<file path="config.mk">
export PLATFORM = sky130hd
export DESIGN_NAME = pipeline_ctrl
export DESIGN_NICKNAME = d
export VERILOG_FILES = /design/src/rtl/pipeline_ctrl_pkg.sv /design/src/rtl/pipeline_ctrl_hazard_detect.sv /design/src/rtl/pipeline_ctrl.sv
export SDC_FILE = /design/constraint.sdc
export NUM_CORES = 1
export LEC_CHECK = 0
export CAP_MARGIN = 20
export CELL_PAD_IN_SITES_DETAIL_PLACEMENT = 0
export CELL_PAD_IN_SITES_GLOBAL_PLACEMENT = 1
export CORE_MARGIN = 1
export CORE_UTILIZATION = 33
export DETAILED_ROUTE_END_ITERATION = 16
export HOLD_SLACK_MARGIN = 0.08
export PLACE_DENSITY = 0.83
export SLEW_MARGIN = 15
export SYNTH_ARGS = -nofsm -noshare
export SYNTH_HDL_FRONTEND = slang
export SYNTH_HIERARCHICAL = 1
export SYNTH_SLANG_ARGS = --single-unit
</file>
<file path="constraint.sdc">
create_clock -name clk -period 2.62 [get_ports clk]
set_input_delay 0.524 -clock clk [delete_from_list [all_inputs] [get_ports clk]]
set_output_delay 0.524 -clock clk [all_outputs]
set_load 0.02 [all_outputs]
</file>
<file path="src/rtl/pipeline_ctrl_pkg.sv">
// -----------------------------------------------------------------------------
// pipeline_ctrl_pkg
// Shared definitions for the 5-stage pipeline sequencer: sequencer state
// encodings, register-address width and the default drain timeout.
// -----------------------------------------------------------------------------
package pipeline_ctrl_pkg;

  localparam int REG_ADDR_WIDTH    = 5;
  localparam int DRAIN_MAX_DEFAULT = 7;

  typedef enum logic [2:0] {
    PCTRL_IDLE   = 3'd0,
    PCTRL_RUN    = 3'd1,
    PCTRL_STEP   = 3'd2,
    PCTRL_DRAIN  = 3'd3,
    PCTRL_HALTED = 3'd4
  } pctrl_state_e;

endpackage

</file>
<file path="src/rtl/pipeline_ctrl_hazard_detect.sv">
// -----------------------------------------------------------------------------
// hazard_detect
// Purely combinational load-use compare between the load in EX and the
// source registers of the instruction in ID.
//   ex_mem_read  in  load in EX (mem_read_out of ID/EX)
//   ex_rt        in  destination of that load (rt_out of ID/EX)
//   id_rs/id_rt  in  source registers of the instruction in ID
//   id_uses_rt   in  ID instruction actually reads rt
//   load_use     out one-cycle stall required
// -----------------------------------------------------------------------------
module hazard_detect
  import pipeline_ctrl_pkg::*;
(
  input  logic                      ex_mem_read,
  input  logic [REG_ADDR_WIDTH-1:0] ex_rt,
  input  logic [REG_ADDR_WIDTH-1:0] id_rs,
  input  logic [REG_ADDR_WIDTH-1:0] id_rt,
  input  logic                      id_uses_rt,
  output logic                      load_use
);

  // A load into $zero never produces a value, so it cannot create a hazard.
  always_comb begin
    load_use = ex_mem_read && (ex_rt != '0) &&
               ((ex_rt == id_rs) || (id_uses_rt && (ex_rt == id_rt)));
  end

endmodule

</file>
<file path="src/rtl/pipeline_ctrl.sv">
// -----------------------------------------------------------------------------
// pipeline_ctrl
// Central sequencer of the 5-stage MIPS pipeline. Owns run/step/halt state,
// drives PC and IF/ID enables, IF/ID and ID/EX flushes, inserts load-use
// bubbles, applies mispredict flushes and drains the pipe on HALT.
// ID/EX has no enable, so every bubble goes through id_ex_flush.
//   clk, reset          clock, synchronous active-high reset
//   start, step_mode    debug-unit launch (step_mode sampled with start)
//   id_rs/id_rt/id_uses_rt/id_is_halt   decode info of the ID instruction
//   ex_mem_read, ex_rt  load info of the EX instruction
//   mispredict          branch resolution disagrees with fetch path
//   wb_is_halt          HALT has reached WB
//   pc_write, if_id_write, if_id_flush, id_ex_flush   pipeline controls
//   halted, drain_err   status (drain_err is sticky until reset)
//   cycle_count, stall_count   wrapping performance counters
// -----------------------------------------------------------------------------
module pipeline_ctrl
  import pipeline_ctrl_pkg::*;
#(
  parameter int CNT_W     = 32,
  parameter int DRAIN_MAX = DRAIN_MAX_DEFAULT
) (
  input  logic                      clk,
  input  logic                      reset,
  input  logic                      start,
  input  logic                      step_mode,
  input  logic [REG_ADDR_WIDTH-1:0] id_rs,
  input  logic [REG_ADDR_WIDTH-1:0] id_rt,
  input  logic                      id_uses_rt,
  input  logic                      id_is_halt,
  input  logic                      ex_mem_read,
  input  logic [REG_ADDR_WIDTH-1:0] ex_rt,
  input  logic                      mispredict,
  input  logic                      wb_is_halt,
  output logic                      pc_write,
  output logic                      if_id_write,
  output logic                      if_id_flush,
  output logic                      id_ex_flush,
  output logic                      halted,
  output logic                      drain_err,
  output logic [CNT_W-1:0]          cycle_count,
  output logic [CNT_W-1:0]          stall_count
);

  localparam int DCNT_W = $clog2(DRAIN_MAX + 1);
  // Value of the drain counter during the last permitted DRAIN cycle.
  localparam logic [DCNT_W-1:0] DRAIN_LAST = DCNT_W'(DRAIN_MAX - 1);

  pctrl_state_e      state_q, state_d;
  logic [DCNT_W-1:0] drain_cnt_q, drain_cnt_d;
  logic              drain_err_q, drain_err_d;
  logic [CNT_W-1:0]  cycle_cnt_q, cycle_cnt_d;
  logic [CNT_W-1:0]  stall_cnt_q, stall_cnt_d;
  logic              load_use;

  hazard_detect u_hazard (
    .ex_mem_read (ex_mem_read),
    .ex_rt       (ex_rt),
    .id_rs       (id_rs),
    .id_rt       (id_rt),
    .id_uses_rt  (id_uses_rt),
    .load_use    (load_use)
  );

  // NOTE: reset is sampled only on the clock edge, and all state uses
  // non-blocking assignments so every flop sees pre-edge values.
  always_ff @(posedge clk) begin
    if (reset) begin
      state_q     <= PCTRL_IDLE;
      drain_cnt_q <= '0;
      drain_err_q <= 1'b0;
      cycle_cnt_q <= '0;
      stall_cnt_q <= '0;
    end else begin
      state_q     <= state_d;
      drain_cnt_q <= drain_cnt_d;
      drain_err_q <= drain_err_d;
      cycle_cnt_q <= cycle_cnt_d;
      stall_cnt_q <= stall_cnt_d;
    end
  end

  // NOTE: every signal written here gets a default first, so no path can
  // leave one unassigned and infer a latch.
  always_comb begin
    state_d     = state_q;
    drain_cnt_d = '0;  // only accumulates while in DRAIN
    drain_err_d = drain_err_q;
    cycle_cnt_d = cycle_cnt_q;
    stall_cnt_d = stall_cnt_q;
    // Safe "pipeline frozen" controls: nothing advances, EX gets a bubble.
    pc_write    = 1'b0;
    if_id_write = 1'b0;
    if_id_flush = 1'b0;
    id_ex_flush = 1'b1;

    unique case (state_q)
      PCTRL_IDLE: begin
        if (start) state_d = step_mode ? PCTRL_STEP : PCTRL_RUN;
      end

      PCTRL_RUN, PCTRL_STEP: begin
        cycle_cnt_d = cycle_cnt_q + 1'b1;
        // A single step is spent whatever this cycle does, unless HALT
        // is accepted below and the pipe has to drain.
        if (state_q == PCTRL_STEP) state_d = PCTRL_IDLE;

        if (mispredict) begin
          // Redirect fetch and squash both wrong-path instructions; a HALT
          // sitting in ID is on the wrong path and is dropped.
          pc_write    = 1'b1;
          if_id_write = 1'b1;
          if_id_flush = 1'b1;
          id_ex_flush = 1'b1;
        end else if (load_use) begin
          stall_cnt_d = stall_cnt_q + 1'b1;
        end else if (id_is_halt) begin
          // Let HALT itself move into EX, stop fetching behind it.
          if_id_flush = 1'b1;
          id_ex_flush = 1'b0;
          state_d     = PCTRL_DRAIN;
        end else begin
          pc_write    = 1'b1;
          if_id_write = 1'b1;
          id_ex_flush = 1'b0;
        end
      end

      PCTRL_DRAIN: begin
        cycle_cnt_d = cycle_cnt_q + 1'b1;
        if (wb_is_halt) begin
          state_d = PCTRL_HALTED;
        end else if (drain_cnt_q == DRAIN_LAST) begin
          drain_err_d = 1'b1;
          state_d     = PCTRL_HALTED;
        end else begin
          drain_cnt_d = drain_cnt_q + 1'b1;
        end
      end

      PCTRL_HALTED: begin
        // Terminal until reset.
      end

      default: state_d = PCTRL_IDLE;
    endcase
  end

  assign halted      = (state_q == PCTRL_HALTED);
  assign drain_err   = drain_err_q;
  assign cycle_count = cycle_cnt_q;
  assign stall_count = stall_cnt_q;

endmodule

</file>
---- Word-level counts from Yosys, hierarchy flattened ----
Index checks and enable logic that the tools add are counted.
operators by class
  eq/ne operators ......................... 9
  bitwise logic cells ..................... 4
  reduce and logical (&&, ||, !) cells .... 12
  mux-type cells .......................... 20
  add/sub/neg operators ................... 3
operators by type and width
  cell                   number
  $add 32x1->32 const B  2
  $mux 3                 7
  $pmux 3 s4             1
  $mux 1                 11
  $eq 5x5->1             2
  $reduce_and 3->1       3
  $eq 3x2->1 const B     2
  $eq 3x3->1 const B     2
  $reduce_bool 5->1      1
  $not 1->1              4
  $reduce_or 4->1        1
  $add 3x1->3 const B    1
  $eq 3x1->1 const B     1
  $logic_and 1x1->1      3
  $logic_not 3->1        1
  $ne 3x3->1 const B     1
  $reduce_or 3->1        1
  $mux 2                 1
  $ne 2x2->1 const B     1
  $reduce_or 2->1        1
  $logic_or 1x1->1       1
storage, ports and cells
  word-level logic and storage cells ...... 53
  register bits ........................... 71
  input port bits ......................... 24
  output and inout port bits .............. 70

---- Depth between registers and ports, before layout ----
Gate-level depths: netlist (run 1).
  word-level depth ........................ 7
  gate-level depth with buffers ........... 9
  mapped depth without buffers ............ 8

---- By module ----
Netlist (run 1), hierarchy kept.
by module, submodules not included
  module         cells an instance  area each (sq um)  instances
  pipeline_ctrl  422                3559.7             1
  hazard_detect  17                 132.6              1

---- Worst setup path after synthesis (run 1) ----
OpenSTA, ideal clock, no wires.
  path type ............................... input -> register
  start point ............................. input port ex_rt[3]
  end point ............................... register stall_cnt_q[27], in the netlist stall_count[27]
  setup slack ............................. -161 ps
  data arrival time ....................... 2660 ps
  setup time .............................. 121 ps
  stages on the path ...................... 8
  data required time ...................... 2499 ps
  cell sequence ........................... xor2_1 nor4_2 nand3_1 a21oi_1 nor3b_1 nand4_1 nor4_1 mux2_2
between the ends
  longest elaborated chain between the ends .. 5
  elaborated cells between the ends (all ways) .. 8
  classes of those cells .................. 2 x eq/ne; 6 x reduce/logical
ends and longest elaborated chain
  element                         line                               source
  from (decl)                     pipeline_ctrl.sv:32                input logic [REG_ADDR_WIDTH-1:0] ex_rt,
  $eq 5x5->1                      pipeline_ctrl_hazard_detect.sv:25  ((ex_rt == id_rs) || (id_uses_rt && (ex_rt == id_rt)));
  $logic_and 1x1->1               pipeline_ctrl_hazard_detect.sv:25
  $logic_or 1x1->1                pipeline_ctrl_hazard_detect.sv:25
  $logic_and 1x1->1 (*)           pipeline_ctrl_hazard_detect.sv:24  load_use = ex_mem_read && (ex_rt != '0) &&
  via load_use                    pipeline_ctrl.sv:54                logic load_use;
  $reduce_and 3->1 (no line) (*)  -
  to (signal assigned)            pipeline_ctrl.sv:79                stall_cnt_q <= stall_cnt_d;
  to (decl)                       pipeline_ctrl.sv:53                logic [CNT_W-1:0] stall_cnt_q, stall_cnt_d;
The timed path passes the listed nets; every way through them passes the cells marked *.
A chain may end at the register's enable or synchronous reset.

---- Final worst setup path (run 1) ----
  start point ............................. register state_q[2]
  end point ............................... output port halted
between the ends
  longest elaborated chain between the ends .. 1
ends and longest elaborated chain
  element                 line                  source
  from (decl)             pipeline_ctrl.sv:49   pctrl_state_e state_q, state_d;
  from (signal assigned)  pipeline_ctrl.sv:75   state_q <= state_d;
  $eq 3x3->1              pipeline_ctrl.sv:149  assign halted = (state_q == PCTRL_HALTED);
  to (decl)               pipeline_ctrl.sv:39   output logic halted,
No other way between the ends.

==> results.sh, run 1 <==
export IMPL_pin_count=94
export IMPL_routabilityCongestion=0.783
export IMPL_antenna_cells=0
export IMPL_synth_top_family_by_area="simple AND/OR/NAND/NOR gates"
export IMPL_grt_max_degree=49
export IMPL_die_y_um=108
export IMPL_clkTransAtPathRegs_ns=0.07
export IMPL_max_freq_ghz=0.400
export IMPL_vias_per_cell=5.40
export IMPL_htreeDepth=3
export IMPL_synth_warnings=6
export IMPL_die_x_um=108
export IMPL_hold_violations=0
export IMPL_place_ws_ns=-0.676
export IMPL_track_usage=0.176
export IMPL_fillers=1062
export IMPL_layout_commonest_cell="clkdlybuf4s50_1"
export IMPL_start_util=0.339
export IMPL_grt_pass1_vias=3440
export IMPL_power_w=0.00210
export IMPL_required_ns=2.10
export IMPL_clockRootBuffer="clkbuf_8"
export IMPL_relSlewSlack=0.621
export IMPL_overflow=0
export IMPL_period_minus_slack_ns=2.50
export IMPL_synth_seq_cells=71
export IMPL_maxCapViolCount=0
export IMPL_fin_crit_sh=0.953
export IMPL_finalSetupViolations=0
export IMPL_ys_seq_area_frac=0.385
export IMPL_syn_area_sq_um=3690
export IMPL_arrival_ns=1.97
export IMPL_drv_slew=0
export IMPL_crit_path_max_fanout=9
export IMPL_drive_above_1_share=0.146
export IMPL_routedWlPerCell_um=14.4
export IMPL_clock_sinks=71
export IMPL_power_density_nw_per_um2=408
export IMPL_design_die_area_sq_um=11600
export IMPL_syn_area_per_cell_sq_um=8.41
export IMPL_portBuffers=93
export IMPL_hold_path_class="flip-flop to flip-flop"
export IMPL_yosys_area_share_simple=0.312
export IMPL_cp_start_kind="flip-flop"
export IMPL_core_area_sq_um=10900
export IMPL_dpl_cell_area_sq_um=4780
export IMPL_grt_pass1_wl_mm=16.3
export IMPL_peakVddDrop_mv=0.198
export IMPL_antenna_found_initial=0
export IMPL_design_area_sq_um=5140
export IMPL_synth_area_mux_share=0.0363
export IMPL_place_hpwl_mm=6.76
export IMPL_synth_xor_xnor_area_share=0.0685
export IMPL_nNetsFinal=565
export IMPL_first_iter_violations=187
export IMPL_synth_compound_area_share=0.140
export IMPL_dr_pass1_iters=4
export IMPL_fin_tns_setup_ns=0
export IMPL_cts_tree="built"
export IMPL_power_leakage_nw=1.79
export IMPL_dp_cells=660
export IMPL_drc_errors=0
export IMPL_ant_nets=0
export IMPL_synth_net_count=467
export IMPL_syn_instance_count=439
export IMPL_synth_adder_area_share=0.0136
export IMPL_std_cell_rows=38
export IMPL_cts_buffers=9
export IMPL_hold_path_depth=1
export IMPL_finalClockSkew_ns=0.00538
export IMPL_setup_ws_ns=0.123
export IMPL_final_cell_count_no_fill=680
export IMPL_wirelength_mm=9.80
export IMPL_tightestPinTransition_ns=0.554
export IMPL_final_cell_mix="clkdlybuf4s50_1, dfxtp_1, a21oi_1"
export IMPL_clock_latency_ns=0.35
export IMPL_status="finished clean"
export IMPL_cp_end_kind="primary output"
export IMPL_vias=3670
export IMPL_area_growth_pct=39.1
export IMPL_critPathKind="flip-flop to primary output"
export IMPL_clock_path_buffers=2
export IMPL_synth_cell_types=43
export IMPL_r2r_cells=4
export IMPL_grt_setup_unrepaired="no"
[kinds of logic (layout without fill, tap and decap cells)]
family / after synthesis / in the layout
muxes: 12 / 12
adders and majority gates: 4 / 4
AOI/OAI and AO/OA: 86 / 86
xor gates and xnor gates: 28 / 28
buffers and inverters: 36 / 137
DFF: 71 / 71
and+or+nand+nor: 202 / 202
[state kept, by name, summed over array words and instances, names as in the netlist]
name / cells
drain_cnt_q: 3
stall_count: 32
drain_err: 1
cycle_count: 32
state_q: 3
[worst max-delay path: stages (launching register included)]
cell,delay [ns]
dfxtp_2,0.44
inv_1,0.12
or3_1,0.41
inv_1,0.07
clkdlybuf4s50_1,0.59
[cell usage after synthesis (all sizes together)]
cell type	instances	area (sq um)
and4b	2	20.0
nand2	26	97.6
o21a	1	7.51
a32oi	1	8.76
nand3	20	100
o31ai	20	150
xor2	16	148
buf	9	65.1
mux2i	1	10.0
xnor2	12	105
a2111oi	1	8.76
inv	10	37.5
a21oi	40	200
and2	6	37.5
a31oi	1	6.26
nor2b	12	75.1
mux2	11	124
nor2	35	131
nor3b	1	7.51
or2	1	6.26
o21bai	2	26.3
nor4bb	1	10.0
o21ai	18	90.1
ha	4	50.1
and3	8	50.1
clkbuf	17	63.8
dfxtp	71	1420
nor3	11	55.1
o21ba	1	10.0
and4	10	87.6
or4	23	176
o2bb2ai	1	8.76
or3	16	100
nand4	23	144
nand4b	1	8.76
nor4	6	43.8
[metal layers]
metal  track usage  vias up  wire length [um]
met2         0.296       96              4730
met4        0.0558        0                82
met3        0.0527        8               538
met1         0.212     1747              4450
li1              -     1819                 -
met5             0        -                 0
[power breakdown]
part	total, W	switching [W]	internal (W)
Clock	0.000783	0.000398	0.000385
Combinational	0.000204	0.000112	0.0000920
Sequential	0.00111	0.0000211	0.00109
[stage by stage]
step / utilization / hold slack [ns]
finish: 0.472 / 0.459
global route: 0.472 / 0.476
CTS: 0.461 / 0.457
detailed placement: 0.439 / 0.448
global placement: 0.439 / 0.426
floorplan: - / 0.417
[worst paths after layout]
path | from | to | slack, ns
worst max-delay path | state_q[2] | halted | 0.12
worst min register to register | drain_cnt_q[0] | drain_cnt_q[0] | 0.46
worst max register to register | state_q[1] | cycle_count[31] | 0.37
worst min-delay path | drain_cnt_q[0] | drain_cnt_q[0] | 0.46
[repair_timing]
| item | CTS | global route |
|---|---|---|
| hold buffers | 0 | 0 |
| pin swaps | 6 | 15 |
| buffers inserted | 4 | 2 |
| endpoints found under the setup margin | 27 | 28 |
| gates resized for setup | 37 | 32 |
[area by class of cell]
class / instances / area [sq um] / area share
multi-input cells: 332 / 2270 / 0.442
well taps: 140 / 175 / 0.0341
inverters: 10 / 37.5 / 0.00731
clock buffers: 13 / 159 / 0.0309
flip-flops and latches: 71 / 1420 / 0.277
clock inverters: 1 / 5.00 / 0.000974
repair buffers: 113 / 1070 / 0.208
No activity file was read; power rests on OpenSTA's default activity.
==> run 2, diff against run 1 <==
Settings changed: SLEW_MARGIN 15 to 25.
==> results of run 2 <==
Final layout, timing and power as in run 1 (identical DEF).
